[config.mk]
export PLATFORM = sky130hd
export DESIGN_NAME = memoria_dados_resp
export DESIGN_NICKNAME = d
export VERILOG_FILES = /design/src/rtl/memoria_dados_resp.sv
export SDC_FILE = /design/constraint.sdc
export NUM_CORES = 2
export LEC_CHECK = 0
export CAP_MARGIN = 20
export CORE_ASPECT_RATIO = 1.2
export CORE_MARGIN = 2
export CORE_UTILIZATION = 44
export CTS_BUF_LIST = sky130_fd_sc_hd__clkbuf_4 sky130_fd_sc_hd__clkbuf_8 sky130_fd_sc_hd__clkbuf_16
export CTS_CLUSTER_SIZE = 28
export DETAILED_ROUTE_END_ITERATION = 10
export GPL_TIMING_DRIVEN = 1
export SYNTH_ARGS = -nofsm -noshare
export SYNTH_HDL_FRONTEND = slang
export SYNTH_SLANG_ARGS = --single-unit
[constraint.sdc]
create_clock -name clock -period 6.6 [get_ports clock]
set_input_delay 1.98 -clock clock [delete_from_list [all_inputs] [get_ports clock]]
set_output_delay 1.98 -clock clock [all_outputs]
set_load 0.02 [all_outputs]
[src/rtl/memoria_dados_resp.sv]
// rtl/memoria_dados_resp.sv - word-addressed data memory responder with fixed access latency
//
// Purpose:
//   Serves one word read or write per LeMem/EscMem request from the multicycle
//   controller. A request accepted in OCIOSO (or in RESPONDE, back-to-back) waits
//   LATENCIA cycles in ESPERA, then spends exactly one cycle in RESPONDE where
//   Pronto pulses. Read data is loaded into DadoLido on entry to RESPONDE, so it is
//   valid while Pronto is high and is held until the next accepted read.
//   Writes commit on the clock edge that ends RESPONDE.
//
// Optional feature (macro MEM_ALINHAMENTO_EN):
//   When defined, an accepted request with Endereco[1:0] != 0 sets Erro. A
//   misaligned write still completes with Pronto but leaves memory untouched;
//   a misaligned read returns zero. When undefined, Endereco[1:0] is ignored.
//
// Ports:
//   clock     in   system clock, rising edge
//   reset     in   synchronous active-high reset
//   LeMem     in   read request strobe (level)
//   EscMem    in   write request strobe (level)
//   Endereco  in   byte address [31:0]; word index = Endereco[log2(PROF)+1:2]
//   DadoEsc   in   write data [LARGURA-1:0]
//   DadoLido  out  read data [LARGURA-1:0]
//   Pronto    out  one-cycle completion pulse
//   Ocupado   out  request in flight (ESPERA)
//   Erro      out  sticky illegal-request flag, cleared only by reset

module memoria_dados_resp #(
  parameter int LARGURA  = 32,
  parameter int PROF     = 64,
  parameter int LATENCIA = 2
) (
  input  logic               clock,
  input  logic               reset,
  input  logic               LeMem,
  input  logic               EscMem,
  input  logic [31:0]        Endereco,
  input  logic [LARGURA-1:0] DadoEsc,
  output logic [LARGURA-1:0] DadoLido,
  output logic               Pronto,
  output logic               Ocupado,
  output logic               Erro
);

  localparam int IW = $clog2(PROF);

  typedef enum logic [1:0] {
    OCIOSO   = 2'd0,
    ESPERA   = 2'd1,
    RESPONDE = 2'd2
  } estado_t;

  estado_t            estado_q, estado_d;
  logic [3:0]         cnt_q, cnt_d;
  logic [IW-1:0]      idx_q, idx_d;
  logic               op_esc_q, op_esc_d;
  logic [LARGURA-1:0] dado_q, dado_d;
  logic [LARGURA-1:0] lido_q, lido_d;
  logic               erro_q, erro_d;
`ifdef MEM_ALINHAMENTO_EN
  logic               desal_q, desal_d;
`endif

  logic [LARGURA-1:0] mem_q [PROF];
  logic               mem_we;
  logic               aceita;
  logic [IW-1:0]      idx_req;

  // Bits above the index and (without the alignment check) the byte offset are
  // intentionally dropped; addresses wrap modulo PROF words.
  logic unused_endereco;
  assign unused_endereco = ^{Endereco[31:IW+2], Endereco[1:0]};

  assign idx_req = Endereco[IW+1:2];

  // A new request may be taken whenever no access is waiting.
  assign aceita = (estado_q == OCIOSO) || (estado_q == RESPONDE);

  always_comb begin
    estado_d = estado_q;
    cnt_d    = cnt_q;
    idx_d    = idx_q;
    op_esc_d = op_esc_q;
    dado_d   = dado_q;
    lido_d   = lido_q;
    erro_d   = erro_q;
    mem_we   = 1'b0;
`ifdef MEM_ALINHAMENTO_EN
    desal_d  = desal_q;
`endif

    case (estado_q)
      ESPERA: begin
        if (cnt_q == 4'd1) begin
          estado_d = RESPONDE;
          // Load read data on entry to RESPONDE so it is valid alongside Pronto.
          if (!op_esc_q) begin
`ifdef MEM_ALINHAMENTO_EN
            lido_d = desal_q ? '0 : mem_q[idx_q];
`else
            lido_d = mem_q[idx_q];
`endif
          end
        end else begin
          cnt_d = cnt_q - 4'd1;
        end
      end
      RESPONDE: begin
        estado_d = OCIOSO;
`ifdef MEM_ALINHAMENTO_EN
        mem_we = op_esc_q && !desal_q;
`else
        mem_we = op_esc_q;
`endif
      end
      default: estado_d = OCIOSO;
    endcase

    // Request acceptance overrides the RESPONDE -> OCIOSO return (back-to-back).
    if (aceita) begin
      if (LeMem && EscMem) begin
        erro_d = 1'b1;
      end else if (LeMem || EscMem) begin
        estado_d = ESPERA;
        cnt_d    = 4'(LATENCIA);
        idx_d    = idx_req;
        op_esc_d = EscMem;
        if (EscMem) begin
          dado_d = DadoEsc;
        end
`ifdef MEM_ALINHAMENTO_EN
        desal_d = |Endereco[1:0];
        if (|Endereco[1:0]) begin
          erro_d = 1'b1;
        end
`endif
      end
    end
  end

  always_ff @(posedge clock) begin
    if (reset) begin
      estado_q <= OCIOSO;
      cnt_q    <= '0;
      idx_q    <= '0;
      op_esc_q <= 1'b0;
      dado_q   <= '0;
      lido_q   <= '0;
      erro_q   <= 1'b0;
`ifdef MEM_ALINHAMENTO_EN
      desal_q  <= 1'b0;
`endif
    end else begin
      estado_q <= estado_d;
      cnt_q    <= cnt_d;
      idx_q    <= idx_d;
      op_esc_q <= op_esc_d;
      dado_q   <= dado_d;
      lido_q   <= lido_d;
      erro_q   <= erro_d;
`ifdef MEM_ALINHAMENTO_EN
      desal_q  <= desal_d;
`endif
    end
  end

  // Storage is not cleared by reset; a reset coinciding with RESPONDE drops the write.
  always_ff @(posedge clock) begin
    if (mem_we && !reset) begin
      mem_q[idx_q] <= dado_q;
    end
  end

  assign DadoLido = lido_q;
  assign Pronto   = (estado_q == RESPONDE);
  assign Ocupado  = (estado_q == ESPERA);
  assign Erro     = erro_q;

endmodule

==> impl_metrics.json <==
{
  "fp-row-count": 172,
  "synth-xor-area-share_pct": 0.0215,
  "ios": 103,
  "synth_edf_count": 2048,
  "synth_compound_area_share_pct": 10.0,
  "ctsHtreeMaxLevel": 4,
  "wire_per_inst_um": 35.8,
  "hold_buffers": 0,
  "max_slew_margin_pct": 17.2,
  "drt_iter0_drc": 6495,
  "critPathLaunchType": "primary input",
  "synth_cell_type_count": 76,
  "tns_ns": 0,
  "syn_area_per_cell_um2": 17.9,
  "cpPeakStageDelay_ns": 0.97,
  "criticalPathCategory": "in -> reg",
  "worstReg2RegStart": "idx_q[0]",
  "cts_root_buffer": "clkbuf_16",
  "end_kind": "flop",
  "status": "finished clean",
  "grt_setup_unrepaired": "false",
  "clk_pin_slew_ns": 0.06,
  "ir_drop_mv": 0.281,
  "die-width_um": 397,
  "power_switching_w": 0.00661,
  "gp_congestion": 0.862,
  "drv_cap": 0,
  "seqPwrFrac_pct": 52.0,
  "layout-drive-gt1-share_pct": 18.8,
  "comb_power_share_pct": 8.0,
  "synth-main-ff-cell": "edfxtp_1",
  "total_power_w": 0.0286,
  "mappedNetlistArea_um2": 81400,
  "fin_ws_ns": 1.87,
  "drc": 0,
  "core_area_um2": 183000,
  "routed_wl_mm": 262,
  "die_h_um": 475,
  "crit_required_ns": 7.11,
  "numCtsBuffers": 195,
  "pwr_density_cell_nw_per_um2": 309,
  "synth_seq_cells": 2126,
  "fmax_mhz": 211,
  "area_delta_synth_final_pct": 13.5,
  "power.internal_w": 0.0219,
  "cpMostUsedCell": "buf_4",
  "cts_setup_buffers": 0,
  "grt_pass1_wl_mm": 363,
  "post-route-period-util_pct": 71.7,
  "reg2reg_depth": 9,
  "dieArea_um2": 188000,
  "path_cells": "buf_4 > and3b_1 > nand2_1 > nor2_4 > buf_4",
  "cp.depth": 5,
  "p_leak_nw": 29.5,
  "drt-pass1-iter-count": 6,
  "cp_data_arrival_time_ns": 5.24,
  "antenna_found_initial": 14,
  "place_area_um2": 86000,
  "netlist_instances": 4548,
  "finalHoldViolCount": 0,
  "postLayoutCellArea_um2": 92400,
  "holdCritStartpoint": "dado_q[15]",
  "slew_violations": 0,
  "synth_top_family_by_area": "compound AO/OA/AOI/OAI gates",
  "cp-startpoint": "reset",
  "worstSkewPairLatency_ns": 0.84,
  "cts_tree": "yes",
  "critPathMaxFanout": 42,
  "cp_top_family": "simple AND/OR/NAND/NOR gates",
  "cts_sinks": 2126,
  "num_vias": 46907,
  "syn_nets": 4618,
  "synthMuxAreaShare_pct": 7.34,
  "first_global_vias": 45066,
  "cts_buffer_depth": 3,
  "fin_crit_ns": 4.73,
  "antenna_left": 0,
  "setup_violations": 0,
  "crit_buf_inv": 2,
  "hold_ws_ns": 0.464,
  "worstHoldPathCells": 2,
  "swShare_pct": 23.2,
  "vias_per_cell": 6.42,
  "critPathSlowestCell": "nor2_4",
  "track_usage_pct": 27.6,
  "synth_top_area_share_pct": 75.6,
  "start_util_pct": 44.4,
  "grt_max_degree": 109,
  "grt_overflow": 0,
  "cts.repair.resized": 0,
  "synth_area_leaders": "edfxtp_1 (76%), a221oi_1 (2.9%), mux4_2 (2.6%)",
  "hold_class": "reg -> reg",
  "synth_fa_ha_area_share_pct": 0.0307,
  "hpwl_mm": 155,
  "finClkSkew_ns": 0.0415,
  "final_nets": 4777,
  "ys_async_sr_fraction_pct": 0,
  "synth-simple-area-share_pct": 2.82,
  "synth_top_cell_by_area": "edfxtp_1",
  "yosys_warnings": 0,
  "p_clk_share_pct": 40.0,
  "max_slew.worst_pin.slew_ns": 1.24,
  "yosysSeqAreaShare_pct": 77.5,
  "dp_slack_ns": 0.961,
  "io_buffers": 76
}
==> tightest hold or removal path: stages, from the launching register on <==
cell     delay [ns]
dfxtp_2        0.32
nand2_1        0.05
a21oi_1        0.05
==> stage by stage <==
| step | util, % | std cells |
|---|---|---|
| finish | 50.4 | 7310 |
| global route | 50.4 | 7305 |
| floorplan | - | 4548 |
| detailed placement | 46.9 | 6946 |
| global placement | 46.9 | 6946 |
| CTS | 50.4 | 7304 |
==> logic make-up after synthesis <==
kind of cell / count (synthesis)
compound gates: 1103
xor+xnor: 2
fa+ha+maj: 2
buf+inv: 338
flops: 2126
mux: 459
simple gates: 518
==> worst paths after layout <==
kind | end | slack (ns)
setup reg to reg | DadoLido[31] | 2.26
hold / removal | dado_q[15] | 0.46
setup / recovery | mem_q[56][16] | 1.87
hold reg to reg | dado_q[15] | 0.46
==> sequential cells by signal, indices dropped and copies added, names as in the netlist <==
register and flops:
DadoLido 32, mem_q 2048, estado_q 2, idx_q 6, cnt_q 4, dado_q 32, op_esc_q 1, Erro 1
==> power groups by stage <==
| stage | logic, W | registers (W) | clock network (W) |
|---|---|---|---|
| 2_1_floorplan | 0.00119 | 0.0152 | 0 |
| 3_3_place_gp | 0.00225 | 0.0151 | 0 |
| 3_5_place_dp | 0.00226 | 0.0151 | 0 |
| 4_1_cts | 0.00227 | 0.0148 | 0.0115 |
| 5_1_grt | 0.00235 | 0.0148 | 0.0120 |
| 6_report | 0.00230 | 0.0148 | 0.0114 |
==> synth_stat cells, types with 5 or more instances <==
master	n
a2111oi_0	7
a211oi_1	8
a21oi_1	167
a221o_1	37
a221oi_1	270
a222oi_1	17
a22o_1	47
a22oi_1	182
a2bb2oi_1	5
a311oi_1	18
a31oi_1	29
a32oi_1	8
and2_1	5
and3_1	10
buf_1	23
buf_2	130
buf_4	60
buf_6	27
clkbuf_1	91
dfxtp_1	78
edfxtp_1	2048
inv_1	5
mux2_1	13
mux2_2	140
mux2i_1	211
mux4_2	95
nand2_1	166
nand2b_1	6
nand3_1	29
nand3b_1	5
nand4_1	5
nor2_1	210
nor2b_1	8
nor3_1	27
nor4_1	6
o2111ai_1	6
o211ai_1	8
o21ai_0	103
o21bai_1	6
o221ai_1	13
o22a_1	22
o22ai_1	95
o2bb2ai_1	9
o31a_1	12
o31ai_1	8
==> cell type report <==
cell class                 count  area [um2]
antenna                        6        15.0
clock buffer                 256        5520
clock inverter               102         902
fill                       14961       91000
inverter                       7        36.3
multi-input combinational   2084       17100
sequential                  2126       63100
tap                         2436        3050
timing repair buffer         293        2700
==> cells in the final DEF, fill, tap and decap left out, drive strengths merged, types with 9 or more instances in the layout <==
| master | synthesis | layout |
|---|---|---|
| a21oi | 167 | 167 |
| o22ai | 95 | 95 |
| a31oi | 29 | 29 |
| nand3 | 29 | 29 |
| o221ai | 13 | 13 |
| edfxtp | 2048 | 2048 |
| mux2 | 153 | 153 |
| o2bb2ai | 9 | 9 |
| nor2 | 215 | 215 |
| a311oi | 18 | 18 |
| clkbuf | 91 | 256 |
| a222oi | 17 | 17 |
| and3 | 10 | 10 |
| a221o | 37 | 37 |
| a211oi | 9 | 9 |
| a22o | 47 | 47 |
| and2 | 9 | 9 |
| a221oi | 273 | 273 |
| o22a | 22 | 22 |
| dfxtp | 78 | 78 |
| mux2i | 211 | 211 |
| clkdlybuf4s50 | 0 | 75 |
| o21ai | 107 | 107 |
| bufinv | 0 | 16 |
| nand2 | 167 | 167 |
| inv | 7 | 10 |
| a22oi | 182 | 182 |
| o31a | 12 | 12 |
| buf | 240 | 218 |
| nor3 | 28 | 28 |
| clkinv | 0 | 80 |
| mux4 | 95 | 95 |
==> per-layer routing <==
metal | wire length (um) | vias to the layer above | GRT usage, %
met5 | 40 | - | 0
met4 | 18200 | 6 | 16.5
met3 | 24300 | 556 | 4.91
met2 | 122000 | 2678 | 43.1
met1 | 97800 | 24573 | 36.1
li1 | - | 19094 | -
Note: power is estimated with default switching activity, not from simulation.
